### src/rtl/hough_pkg.sv
// Shared types for the edge-point extraction path: coordinate width, point record, scan FSM states.
// No logic here; imported by edge_points and point_fifo.
package hough_pkg;

  localparam int COORD_W = 8;

  typedef logic [COORD_W-1:0] coord_t;

  typedef struct packed {
    coord_t x;
    coord_t y;
  } point_t;

  typedef enum logic [0:0] {
    ST_IDLE = 1'b0,
    ST_SCAN = 1'b1
  } state_t;

endpackage

### src/rtl/point_fifo.sv
// Synchronous point FIFO, DEPTH entries (power of two); head visible the cycle after the write.
// A push into a full FIFO is taken only when a pop happens in the same cycle; otherwise it is ignored.
module point_fifo
  import hough_pkg::*;
#(
  parameter int DEPTH = 16
) (
  input  logic   clk_i,
  input  logic   rst_i,
  input  logic   push_i,
  input  point_t push_dat_i,
  input  logic   pop_i,
  output point_t head_dat_o,
  output logic   full_o,
  output logic   empty_o
);

  localparam int AW = (DEPTH > 1) ? $clog2(DEPTH) : 1;
  localparam int CW = AW + 1;

  point_t        mem_q [DEPTH];
  logic [AW-1:0] wr_ptr_q;
  logic [AW-1:0] rd_ptr_q;
  logic [CW-1:0] count_q;
  logic          wr_en;
  logic          rd_en;

  assign empty_o = (count_q == '0);
  assign full_o  = (count_q == CW'(DEPTH));
  assign rd_en   = pop_i && !empty_o;
  assign wr_en   = push_i && (!full_o || rd_en);

  // Head is forced to zero when empty so the coordinate outputs read 0 out of reset.
  assign head_dat_o = empty_o ? '0 : mem_q[rd_ptr_q];

  always_ff @(posedge clk_i) begin
    if (wr_en) begin
      mem_q[wr_ptr_q] <= push_dat_i;
    end
  end

  always_ff @(posedge clk_i or posedge rst_i) begin
    if (rst_i) begin
      wr_ptr_q <= '0;
      rd_ptr_q <= '0;
      count_q  <= '0;
    end else begin
      if (wr_en) begin
        wr_ptr_q <= wr_ptr_q + AW'(1);
      end
      if (rd_en) begin
        rd_ptr_q <= rd_ptr_q + AW'(1);
      end
      unique case ({wr_en, rd_en})
        2'b10:   count_q <= count_q + CW'(1);
        2'b01:   count_q <= count_q - CW'(1);
        default: count_q <= count_q;
      endcase
    end
  end

endmodule

### src/rtl/edge_points.sv
// Raster-scans edge magnitudes, emits (x,y) of pixels above threshold; point reaches PointValid 2 cycles after its pixel.
// Downstream stalls back up into the FIFO; a point arriving at a full FIFO without a same-cycle pop is dropped and flagged.
module edge_points
  import hough_pkg::*;
#(
  parameter int DEPTH           = 16,
  parameter bit SUPPRESS_BORDER = 1'b1
) (
  input  logic               Clk,
  input  logic               Reset,
  input  logic [COORD_W-1:0] PixelIn,
  input  logic               FrameIn,
  input  logic               LineIn,
  input  logic [COORD_W-1:0] Width,
  input  logic [COORD_W-1:0] Height,
  input  logic [COORD_W-1:0] Threshold,
  output logic [COORD_W-1:0] PointX,
  output logic [COORD_W-1:0] PointY,
  output logic               PointValid,
  input  logic               PointReady,
  output logic               FrameDone,
  output logic               Overflow
);

  state_t state_q;
  coord_t x_q, y_q, x_d, y_d;
  coord_t w_q, h_q, thr_q;
  logic   pend_vld_q;
  point_t pend_q;
  logic   done_q;
  logic   ovf_q;

  logic   frame_acc;
  logic   scan;
  logic   active;
  coord_t w_eff, h_eff, thr_eff;
  logic   border_ok;
  logic   qualify;
  logic   last_px;

  point_t head;
  logic   fifo_full;
  logic   fifo_empty;
  logic   pop;
  logic   drop;

  // A frame strobe with a zero dimension is treated as if it never arrived.
  assign frame_acc = FrameIn && (Width != '0) && (Height != '0);
  assign scan      = (state_q == ST_SCAN);
  assign active    = frame_acc || scan;
  assign w_eff     = frame_acc ? Width     : w_q;
  assign h_eff     = frame_acc ? Height    : h_q;
  assign thr_eff   = frame_acc ? Threshold : thr_q;

  // Coordinates of the pixel currently on PixelIn.
  always_comb begin
    x_d = x_q;
    y_d = y_q;
    if (frame_acc) begin
      x_d = '0;
      y_d = '0;
    end else if (scan && LineIn) begin
      x_d = '0;
      y_d = (y_q >= h_q - 8'd1) ? y_q : y_q + 8'd1;
    end else if (scan) begin
      x_d = (x_q >= w_q) ? w_q : x_q + 8'd1;
    end
  end

  assign border_ok = !SUPPRESS_BORDER || ((x_d != '0) && (y_d != '0));
  assign qualify   = active && (x_d < w_eff) && (PixelIn > thr_eff) && border_ok;
  assign last_px   = active && (x_d == w_eff - 8'd1) && (y_d == h_eff - 8'd1);

  assign pop  = !fifo_empty && PointReady;
  assign drop = pend_vld_q && fifo_full && !pop;

  always_ff @(posedge Clk or posedge Reset) begin
    if (Reset) begin
      state_q    <= ST_IDLE;
      x_q        <= '0;
      y_q        <= '0;
      w_q        <= '0;
      h_q        <= '0;
      thr_q      <= '0;
      pend_vld_q <= 1'b0;
      pend_q     <= '0;
      done_q     <= 1'b0;
      ovf_q      <= 1'b0;
    end else begin
      if (last_px) begin
        state_q <= ST_IDLE;
      end else if (frame_acc) begin
        state_q <= ST_SCAN;
      end
      if (frame_acc) begin
        w_q   <= Width;
        h_q   <= Height;
        thr_q <= Threshold;
      end
      x_q        <= x_d;
      y_q        <= y_d;
      pend_vld_q <= qualify;
      pend_q     <= '{x: x_d, y: y_d};
      done_q     <= last_px;
      // A drop in the same cycle as a new frame still leaves the flag set.
      ovf_q      <= drop || (ovf_q && !frame_acc);
    end
  end

  point_fifo #(
    .DEPTH(DEPTH)
  ) u_point_fifo (
    .clk_i      (Clk),
    .rst_i      (Reset),
    .push_i     (pend_vld_q),
    .push_dat_i (pend_q),
    .pop_i      (pop),
    .head_dat_o (head),
    .full_o     (fifo_full),
    .empty_o    (fifo_empty)
  );

  assign PointValid = !fifo_empty;
  assign PointX     = head.x;
  assign PointY     = head.y;
  assign FrameDone  = done_q;
  assign Overflow   = ovf_q;

endmodule

### config.mk
export PLATFORM = sky130hd
export DESIGN_NAME = edge_points
export DESIGN_NICKNAME = d
export VERILOG_FILES = /design/src/rtl/hough_pkg.sv /design/src/rtl/point_fifo.sv /design/src/rtl/edge_points.sv
export SDC_FILE = /design/constraint.sdc
export NUM_CORES = 1
export LEC_CHECK = 0
export CAP_MARGIN = 10
export CORE_MARGIN = 2
export CORE_UTILIZATION = 35
export DETAILED_ROUTE_END_ITERATION = 7
export PLACE_DENSITY = 0.56
export SETUP_SLACK_MARGIN = 0.5
export SLEW_MARGIN = 40
export SYNTH_ARGS = -nofsm -noshare
export SYNTH_HDL_FRONTEND = slang
export SYNTH_SLANG_ARGS = --single-unit
### constraint.sdc
create_clock -name Clk -period 3.5 [get_ports Clk]
set_input_delay 0.7 -clock Clk [delete_from_list [all_inputs] [get_ports Clk]]
set_output_delay 0.7 -clock Clk [all_outputs]
set_load 0.02 [all_outputs]
==> metrics.txt <==
# TYPE chip_impl_metric gauge
chip_impl_info{name="status",value="complete, no violations"} 1
chip_impl_metric{name="cell_area_after_synthesis",unit="sq um"} 14100
chip_impl_info{name="tritoncts",value="built"} 1
chip_impl_metric{name="post_route_fraction_of_the_period_consumed_by_the_critical_path",unit="%"} 97.5
chip_impl_metric{name="clk_pin_slew",unit="ns"} 0.06
chip_impl_metric{name="synth.avg_cell_area",unit="sq um"} 16.5
chip_impl_metric{name="io_pins",unit=""} 56
chip_impl_metric{name="post_synth_num_cell_types",unit=""} 64
chip_impl_info{name="setup.worst_path.class",value="reg -> reg"} 1
chip_impl_metric{name="peakVddDrop",unit="mV"} 0.382
chip_impl_metric{name="dp_worst_setup_slack",unit="ns"} -0.441
chip_impl_metric{name="number_of_buffers_on_the_longest_clock_path",unit=""} 3
chip_impl_metric{name="coreArea",unit="sq um"} 39700
chip_impl_metric{name="fmax",unit="GHz"} 0.293
chip_impl_metric{name="timing.final.setup_violations",unit=""} 0
chip_impl_metric{name="insertedDiodeCount",unit=""} 0
chip_impl_metric{name="fraction_of_registers_with_async_set_reset",unit="%"} 18.2
chip_impl_metric{name="synthesis.instances",unit=""} 854
chip_impl_metric{name="cp_max_fo",unit=""} 6
chip_impl_metric{name="final_hold_viol_count",unit=""} 0
chip_impl_metric{name="grt.total_usage",unit="%"} 16.4
chip_impl_metric{name="vias_per_cell",unit=""} 4.95
chip_impl_metric{name="postSynthRegisterBits",unit=""} 313
chip_impl_info{name="unrepaired_setup_endpoints_after_global_routing",value="yes"} 1
chip_impl_metric{name="layout.filler_cells",unit=""} 3496
chip_impl_metric{name="worst_ep_required_time",unit="ns"} 3.95
chip_impl_metric{name="worstPathArrival",unit="ns"} 3.86
chip_impl_metric{name="final_max_slew_viol_count",unit=""} 0
chip_impl_metric{name="fin_nets",unit=""} 1174
chip_impl_metric{name="die-width",unit="microns"} 204
chip_impl_metric{name="total_number_of_vias",unit=""} 8131
chip_impl_metric{name="power-per-cell-area",unit="nW/um^2"} 664
chip_impl_info{name="dominantRegCellSynth",value="edfxtp_1"} 1
chip_impl_info{name="worst_setup_start_kind",value="flop"} 1
chip_impl_metric{name="routed_wirelength",unit="microns"} 33400
chip_impl_metric{name="setup_ws",unit="ns"} 0.0865
chip_impl_metric{name="max-slew-margin-rel",unit="%"} 48.4
chip_impl_metric{name="drt_first_pass_iters",unit=""} 4
chip_impl_metric{name="grt_remaining_overflow",unit=""} 0
chip_impl_metric{name="clk-insertion-delay-late",unit="ns"} 0.54
chip_impl_metric{name="final_period_minus_worst_setup_slack",unit="ns"} 3.41
chip_impl_metric{name="synth_nets",unit=""} 938
chip_impl_metric{name="dp_hpwl",unit="microns"} 20700
chip_impl_metric{name="num_rows",unit=""} 73
chip_impl_metric{name="max_cap_viol_count",unit=""} 0
chip_impl_metric{name="largest_net_degree_at_the_start_of_global_routing",unit=""} 36
chip_impl_metric{name="cts_max_level",unit=""} 2
chip_impl_info{name="yosysMostFrequentCell",value="edfxtp_1"} 1
chip_impl_info{name="synthDominantAreaCellType",value="edfxtp_1"} 1
chip_impl_metric{name="cts_sinks",unit=""} 313
chip_impl_metric{name="area_of_the_multi_input_gates",unit="sq um"} 4940
chip_impl_metric{name="antenna_violations_before_repair",unit=""} 1
chip_impl_metric{name="grt_first_pass_wirelength",unit="microns"} 51500
chip_impl_metric{name="drc",unit=""} 0
chip_impl_metric{name="synth_edf_count",unit=""} 256
chip_impl_metric{name="synth.yosys.seq_area_share",unit="%"} 64.8
chip_impl_metric{name="flow.area_growth_from_synthesis",unit="%"} 29.9
chip_impl_metric{name="yosys_warnings",unit=""} 0
chip_impl_info{name="commonest_cells_in_the_netlist",value="edfxtp_1 (256), mux4_2 (80), dfrtp_1 (57)"} 1
chip_impl_metric{name="placement.io_buffers",unit=""} 55
chip_impl_metric{name="detail_route.iter0.violations",unit=""} 495
chip_impl_metric{name="postRouteAntennaNets",unit=""} 0
chip_impl_metric{name="cts_buffers",unit=""} 35
chip_impl_metric{name="worst_clock_skew",unit="ns"} 0.0273
chip_impl_metric{name="drive_gt1_share",unit="%"} 35.1
chip_impl_metric{name="synth_top_area_share",unit="%"} 54.6
chip_impl_metric{name="timing_worst_slew_pin_value",unit="ns"} 0.774
chip_impl_metric{name="start_util",unit="%"} 35.4
chip_impl_metric{name="weighted_congestion_reported_at_the_end_of_routability_driven_placement",unit=""} 0.772
chip_impl_info{name="setup.worst_path.end_class",value="flop"} 1
chip_impl_metric{name="p_leak",unit="nW"} 7.05
chip_impl_metric{name="die_area",unit="sq um"} 41800
chip_impl_metric{name="chipHeight",unit="microns"} 204
chip_impl_info{name="cts-root-buf",value="clkbuf_16"} 1
chip_impl_metric{name="wire_per_inst",unit="microns"} 20.4
chip_impl_metric{name="sequential_cell_area",unit="sq um"} 9120
chip_impl_info{name="timing.hold.worst.class",value="reg -> reg"} 1
chip_impl_metric{name="grt_pass1_vias",unit=""} 8630
chip_impl_metric{name="final_core_utilization",unit="%"} 46.0
chip_impl_info{name="post_synth_main_area_contributors",value="edfxtp_1 (55%), mux4_2 (13%), dfrtp_1 (10%)"} 1
final cells by class:
| class | count | share of cell area (%) |
|---|---|---|
| Clock buffer | 40 | 4.90 |
| Timing Repair Buffer | 231 | 12.0 |
| Clock inverter | 23 | 1.55 |
| Sequential cell | 313 | 49.9 |
| Multi-Input combinational cell | 461 | 27.1 |
| Inverter | 48 | 0.986 |
| Tap cell | 525 | 3.60 |
cell usage in the layout (no fill, tap or decap), drive strengths merged, types with 2 or more instances in the layout:
master,n
nor2,30
mux2i,20
nand2,51
xor2,15
a2111oi,3
a21o,4
nand4,7
mux2,3
ha,46
a21oi,13
and2,20
o21ai,18
nor3b,3
nand3,15
dfrtp,57
a221oi,2
mux4,80
o31ai,2
a211oi,3
clkinv,16
a21boi,3
o21a,10
xnor2,31
bufinv,5
nor2b,22
nand3b,4
and4,5
clkbuf,41
nor3,14
nand2b,2
buf,191
and3,6
clkdlybuf4s50,39
edfxtp,256
inv,49
nor4,8
o211ai,3
path summary, 6_finish.rpt:
kind,from,cells past startpoint,slack (ns),endpoint
max in group asynchronous,Reset,3,2.17,u_point_fifo.rd_ptr_q[0]
min,thr_q[0],2,0.50,thr_q[0]
max reg2reg,w_q[0],17,0.09,pend_vld_q
min reg2reg,thr_q[0],2,0.50,thr_q[0]
min in group asynchronous,Reset,2,0.57,thr_q[7]
max,w_q[0],17,0.09,pend_vld_q
stage by stage:
step                hold WS (ns)  TNS (ns)  cell area [sq um]  power (W)  instances
floorplan                  0.444    -0.123              14100    0.00648        854
detailed placement         0.470     -1.24              16400    0.00773       1554
global route               0.536    -0.391              18300     0.0127       1641
finish                     0.502         0              18300     0.0121       1641
CTS                        0.506         0              18000     0.0120       1636
global placement           0.472     -1.07              16400    0.00771       1554
report_power, final:
| part | total, W | internal [W] | switching [W] |
|---|---|---|---|
| Clock | 0.00373 | 0.00223 | 0.00150 |
| Combinational | 0.00408 | 0.00234 | 0.00174 |
| Sequential | 0.00432 | 0.00415 | 0.000171 |
| Total | 0.0121 | 0.00872 | 0.00341 |
logic make-up (layout without fill, tap and decap cells):
logic type,count (synthesis),after routing,synth area share [%]
simple gates,192,192,7.30
flops,313,313,64.8
buf+inv,80,342,2.25
compound gates,72,72,3.93
fa+ha+maj,47,47,4.23
mux,103,103,14.5
xor+xnor,47,47,3.02
metal layers:
| metal | track usage, % | wire, microns |
|---|---|---|
| met4 | 4.04 | 580 |
| met3 | 2.36 | 1400 |
| met5 | 0 | 0 |
| met1 | 22.6 | 15000 |
| met2 | 27.5 | 16400 |
registers in the layout, indices dropped and copies added, names as in the netlist:
| signal | cells |
|---|---|
| h_q | 8 |
| u_point_fifo.mem_q | 256 |
| w_q | 8 |
| pend_vld_q | 1 |
| FrameDone | 1 |
| scan | 1 |
| u_point_fifo.count_q | 5 |
| u_point_fifo.rd_ptr_q | 4 |
| pend_q | 16 |
| thr_q | 8 |
| Overflow | 1 |
| u_point_fifo.wr_ptr_q | 4 |
worst max-delay path, cell delays in order (launching register included):
cell and delay, ns:
dfrtp_1 0.40, ha_1 0.30, nand2b_4 0.15, a2111oi_4 0.34
o31ai_4 0.12, buf_4 0.17, o31ai_1 0.21, nand3_1 0.10
o21ai_0 0.14, ha_1 0.29, o21a_1 0.11, o21a_1 0.17
o21a_1 0.16, o21a_1 0.17, o211ai_1 0.14, and3_1 0.18
o41ai_2 0.07, a31oi_1 0.13
what timing repair did:
action                     in CTS  in global routing
resized for setup             129                 43
pin swaps                      17                  5
setup buffers                  13                  4
setup endpoints to repair      21                 25
cloned                          6                  1
hold buffers                    0                  0
No activity file was read; power rests on OpenSTA's default activity.
